[src/rtl/fetch_sequencer_pkg.sv]
// Shared definitions for the instruction-fetch sequencer: state encoding and
// the NOP word that the IF output mux substitutes when NOP injection is active.
package fetch_sequencer_pkg;

  typedef enum logic [2:0] {
    ST_IDLE      = 3'd0,
    ST_LOAD      = 3'd1,
    ST_READY     = 3'd2,
    ST_RUN       = 3'd3,
    ST_STEP_WAIT = 3'd4,
    ST_STEP_EXEC = 3'd5,
    ST_HALT      = 3'd6
  } state_e;

  localparam logic [31:0] NOP_WORD   = 32'h0021_0824;
  localparam logic [31:0] CYCLES_MAX = 32'hFFFF_FFFF;

endpackage

[src/rtl/fetch_sequencer.sv]
// Instruction-fetch controller: streams a program into program memory, then
// runs it continuously or one fetch at a time until the HALT word is fetched.
module fetch_sequencer
  import fetch_sequencer_pkg::*;
#(
  parameter int                   CANT_BITS_ADDR = 11,
  parameter int                   RAM_WIDTH      = 32,
  parameter logic [RAM_WIDTH-1:0] HALT_WORD      = {RAM_WIDTH{1'b1}}
) (
  input  logic                      i_clock,
  input  logic                      i_soft_reset,
  input  logic                      i_load_valid,
  input  logic [RAM_WIDTH-1:0]      i_load_data,
  input  logic                      i_load_last,
  output logic                      o_load_ready,
  input  logic                      i_run_mode,
  input  logic                      i_start,
  input  logic                      i_step,
  input  logic                      i_stall,
  input  logic                      i_flush,
  input  logic [RAM_WIDTH-1:0]      i_instruction,
  output logic                      o_enable_contador_PC,
  output logic                      o_enable_mem,
  output logic                      o_write_read_mem,
  output logic [CANT_BITS_ADDR-1:0] o_addr_mem_programa,
  output logic [RAM_WIDTH-1:0]      o_data_mem_programa,
  output logic                      o_control_mux_addr_mem,
  output logic                      o_control_mux_ouput,
  output logic                      o_halt,
  output logic                      o_load_overflow,
  output logic [2:0]                o_estado,
  output logic [31:0]               o_cant_ciclos
);

  state_e                      state_q, state_d;
  logic [CANT_BITS_ADDR-1:0]   load_addr_q;
  logic                        wr_valid_q, wr_term_q, wr_ovf_q;
  logic [CANT_BITS_ADDR-1:0]   wr_addr_q;
  logic [RAM_WIDTH-1:0]        wr_data_q;
  logic                        load_ovf_q;
  logic [31:0]                 cycles_q;

  logic load_ready, accept, at_top, halt_det, count_en;

  always_comb begin
    // NOTE: every output of this block gets a default first so no path can infer a latch.
    state_d                = state_q;
    load_ready             = 1'b0;
    o_enable_contador_PC   = 1'b0;
    o_enable_mem           = 1'b0;
    o_write_read_mem       = 1'b0;
    o_control_mux_addr_mem = 1'b0;
    o_control_mux_ouput    = 1'b1;
    o_halt                 = 1'b0;
    halt_det               = 1'b0;
    count_en               = 1'b0;

    unique case (state_q)
      ST_IDLE: if (i_load_valid) state_d = ST_LOAD;
      ST_LOAD: begin
        o_control_mux_addr_mem = 1'b1;
        // Stop accepting once the terminating word is waiting to be written.
        load_ready       = ~(wr_valid_q & wr_term_q);
        o_enable_mem     = wr_valid_q;
        o_write_read_mem = wr_valid_q;
        if (wr_valid_q && wr_term_q) state_d = ST_READY;
      end
      ST_READY: begin
        o_enable_mem = 1'b1;
        if (i_start) state_d = i_run_mode ? ST_STEP_WAIT : ST_RUN;
      end
      ST_RUN, ST_STEP_EXEC: begin
        o_enable_mem         = 1'b1;
        halt_det             = (i_instruction == HALT_WORD) & ~i_flush & ~i_stall;
        o_enable_contador_PC = ~i_stall & ~halt_det;
        o_control_mux_ouput  = i_flush | halt_det;
        count_en             = 1'b1;
        if (halt_det)                                 state_d = ST_HALT;
        else if (state_q == ST_STEP_EXEC && !i_stall) state_d = ST_STEP_WAIT;
      end
      ST_STEP_WAIT: begin
        o_enable_mem = 1'b1;
        if (i_step) state_d = ST_STEP_EXEC;
      end
      ST_HALT:  o_halt = 1'b1;
      default:  state_d = ST_IDLE;
    endcase
  end

  assign accept = load_ready & i_load_valid;
  assign at_top = (load_addr_q == {CANT_BITS_ADDR{1'b1}});

  always_ff @(posedge i_clock or negedge i_soft_reset) begin
    if (!i_soft_reset) begin
      state_q     <= ST_IDLE;
      load_addr_q <= '0;
      wr_valid_q  <= 1'b0;
      wr_term_q   <= 1'b0;
      wr_ovf_q    <= 1'b0;
      wr_addr_q   <= '0;
      wr_data_q   <= '0;
      load_ovf_q  <= 1'b0;
      cycles_q    <= '0;
    end else begin
      // NOTE: non-blocking assignments so every register samples pre-edge values.
      state_q    <= state_d;
      wr_valid_q <= accept;
      if (accept) begin
        wr_addr_q   <= load_addr_q;
        wr_data_q   <= i_load_data;
        wr_term_q   <= i_load_last | at_top;
        wr_ovf_q    <= ~i_load_last & at_top;
        load_addr_q <= load_addr_q + 1'b1;
      end
      if (wr_valid_q && wr_ovf_q) load_ovf_q <= 1'b1;
      if (count_en && cycles_q != CYCLES_MAX) cycles_q <= cycles_q + 32'd1;
    end
  end

  assign o_load_ready        = load_ready;
  assign o_addr_mem_programa = wr_addr_q;
  assign o_data_mem_programa = wr_data_q;
  assign o_load_overflow     = load_ovf_q;
  assign o_estado            = state_q;
  assign o_cant_ciclos       = cycles_q;

endmodule
[config.mk]
export PLATFORM = sky130hd
export DESIGN_NAME = fetch_sequencer
export DESIGN_NICKNAME = d
export VERILOG_FILES = /design/src/rtl/fetch_sequencer_pkg.sv /design/src/rtl/fetch_sequencer.sv
export SDC_FILE = /design/constraint.sdc
export NUM_CORES = 1
export LEC_CHECK = 0
export ABC_AREA = 1
export ABC_CLOCK_PERIOD_IN_PS = 1700
export CORE_AREA = 2 2 145 147
export DETAILED_ROUTE_END_ITERATION = 10
export DIE_AREA = 0 0 147 149
export PLACE_DENSITY = 0.49
export SKIP_CTS_REPAIR_TIMING = 1
export SLEW_MARGIN = 10
export SYNTH_ARGS = -nofsm -noshare
export SYNTH_HDL_FRONTEND = slang
export SYNTH_SLANG_ARGS = --single-unit
export TNS_END_PERCENT = 20
[constraint.sdc]
create_clock -name i_clock -period 1.7 [get_ports i_clock]
set_clock_uncertainty 0.2 [all_clocks]
set_input_delay 0.34 -clock i_clock [delete_from_list [all_inputs] [get_ports i_clock]]
set_output_delay 0.34 -clock i_clock [all_outputs]
set_load 0.01 [all_outputs]
==> impl_metrics.py, run 1 <==
metrics = {
    "die": {
        "dieArea_mm2": 0.0219,
        "fp-row-count": 53,
        "die_y_um": 149,
        "initial_utilization_pct": 24.2,
        "core_mm2": 0.0206,
        "io_pins": 159,
        "die_w_um": 147,
    },
    "routing": {
        "drt_iter0_markers": 196,
        "first_pass_iters": 4,
        "antenna_left": 0,
        "routed_wl_um": 16500,
        "drcViolationCount": 0,
        "wl_per_cell_um": 13.3,
        "vias": 5153,
        "vias_per_cell": 4.17,
    },
    "yosys": {
        "synth_cell_types": 30,
        "yosysSeqAreaShare_pct": 46.8,
        "synth_edf_count": 0,
        "syn-cell-area_mm2": 0.00497,
        "ys_ff_latch": 93,
        "syn_nets": 739,
        "synth_cells": 664,
        "synth_flop_cell": "dfrtp_1",
        "syn_avg_cell_area_um2": 7.49,
        "ys_warn_count": 0,
        "async_flop_share_pct": 100,
    },
    "setup_path": {
        "cp.required_ns": 1.74,
        "arrival_ns": 2.01,
        "crit_type": "reg -> reg",
        "end_kind": "register",
        "cp_max_fo": 5,
        "startpoint_type": "register",
    },
    "cts": {
        "clock_sinks": 93,
        "path_clk_slew_ns": 0.07,
        "numCtsBuffers": 9,
        "insertion_delay_ns": 0.35,
        "cts.path.max_buffers": 2,
        "htree_levels": 3,
        "cts_tree": "done",
        "cts_root_buffer": "clkbuf_16",
    },
    "sta": {
        "tightest_slew_ns": 0.336,
        "rsz0062_at_grt": "yes",
        "period_needed_ns": 1.97,
        "clock.fmax_mhz": 507,
        "worst_slack_ns": -0.270,
        "setup_violations": 96,
        "slew_violations": 0,
        "hold_viol_final": 0,
        "min_period_over_period_pct": 116,
        "slew_headroom_pct": 77.6,
        "finalSetupTns_ns": -14.46,
    },
    "grt": {
        "grt_pass1_vias": 4937,
        "gr-total-overflow": 0,
        "grt_pass1_wl_um": 25100,
        "grt_use_total_pct": 14.4,
        "antenna_found_initial": 0,
        "grt_max_degree": 45,
    },
    "cells_and_area": {
        "syn_to_final_growth_pct": 79.8,
        "register_area_mm2": 0.00233,
        "nNetsFinal": 1031,
        "antennaDiodeCount": 0,
        "fillers": 2085,
        "final_common_cell": "nand2_1",
        "drive_gt1_share_pct": 29.4,
        "layout_common_cells": "nand2_1, buf_4, dlymetal6s2s_1",
        "multi_input_area_mm2": 0.00259,
    },
    "power": {
        "p_leak_nw": 5.35,
        "vdd_drop_max_uv": 613,
        "total_power_mw": 10.7,
        "power.density_mw_per_mm2": 1200,
    },
    "placed_design": {
        "globalplace.congestion": 0.799,
        "io_buffers": 158,
        "dp_hpwl_um": 12200,
    },
    "status": {
        "status": "complete, but fails checks",
        "violations": "negative setup slack",
    },
    "hold_path": {
        "hold_class": "in -> async",
    },
    "run": {
        "maxCapViolations": 0,
    },
}
[cells by family after synthesis]
logic type               share of synthesized area, %
AND/OR/NAND/NOR                                  37.3
flip-flops                                       46.8
buffers and inverters                            6.44
AO/OA/AOI/OAI                                    4.88
XOR/XNOR                                         4.05
adder cells (fa/ha/maj)                         0.503
[through the flow]
step,worst slack [ns],cell area (µm²),hold slack [ns],util [%],std cells
3_3_place_gp,-0.718,7840,0.0733,38.1,1204
2_1_floorplan,-0.0396,5000,-0.156,-,664
6_report,-0.270,8940,0.253,43.5,1235
5_1_grt,-0.352,8940,0.287,43.5,1235
3_5_place_dp,-0.745,7840,0.0679,38.1,1204
4_1_cts,-0.750,8160,-0.319,39.7,1219
[per-layer routing]
metal,track usage [%],share of wire [%],vias to the layer above,wire (µm)
met5,0,0,-,0
met4,2.36,0.54,0,89
met3,5.02,5.1,11,843
met2,25.3,51,96,8430
met1,17.5,43,2396,7080
li1,-,-,2650,-
[state kept, by name (all words and copies together) (netlist names)]
| name | count |
|---|---|
| o_load_overflow | 1 |
| wr_valid_q | 1 |
| load_addr_q | 11 |
| o_data_mem_programa | 32 |
| o_estado | 3 |
| wr_term_q | 1 |
| o_addr_mem_programa | 11 |
| wr_ovf_q | 1 |
| o_cant_ciclos | 32 |
[synth_stat cells, types with 2 or more instances]
cell type  number  share of area, %
a31oi_1         2              0.25
buf_2           9              0.91
buf_4           3              0.45
buf_6           4              0.91
dfrtp_1        93                47
ha_1            2              0.50
inv_1          42               3.2
inv_2          11              0.83
nand2_1       302                23
nand2_2         8               1.0
nand3_1        21               2.1
nand3_2         5               1.0
nand3b_1        7               1.1
nand4_1         9               1.1
nor2_1         61               4.6
nor2_2          3              0.38
nor3_1         14               1.4
nor3_2          5               1.0
o21ai_0         9              0.91
o21ai_1        13               1.3
o21ai_2        11               1.9
xnor2_1         7               1.2
xor2_1         16               2.8
[critical path, stage by stage (launching register included)]
cell and delay, ns:
dfrtp_2 0.44, inv_2 0.08, buf_6 0.10, nand3_4 0.08, inv_4 0.08, nand2_4 0.05, buf_6 0.12, nor2_4 0.18
buf_12 0.16, buf_4 0.11, nand4_1 0.10, xor2_1 0.16
[final cells by class]
cell class	instances	area share, %
Multi-Input combinational cell	501	29.0
Timing Repair Buffer	297	35.1
Clock buffer	9	2.52
Sequential cell	93	26.1
Tap cell	275	3.85
Clock inverter	6	1.06
Inverter	54	2.43
[final timing paths]
path                                   startpoint                      end  slack, ns  depth (start not counted)
max reg2reg                           o_estado[1]           load_addr_q[7]      -0.27                         11
min reg2reg                o_data_mem_programa[8]   o_data_mem_programa[8]       0.27                          2
min in group i_clock       o_data_mem_programa[8]   o_data_mem_programa[8]       0.27                          2
max                                   o_estado[1]           load_addr_q[7]      -0.27                         11
min                                  i_soft_reset              o_estado[2]       0.25                          2
max in group asynchronous            i_soft_reset  o_data_mem_programa[22]       0.48                          3
[power breakdown]
part	switching, mW	total, mW	internal (mW)
clock network	0.926	2.22	1.30
logic	2.43	5.05	2.61
registers	0.508	3.45	2.94
total	3.87	10.7	6.85
Note: power is estimated with default switching activity, not from simulation.
==> run 2: changes to the inputs <==
SLEW_MARGIN = 40   (was 10)
==> results of run 2 <==
Final layout, timing and power as in run 1 (identical DEF).
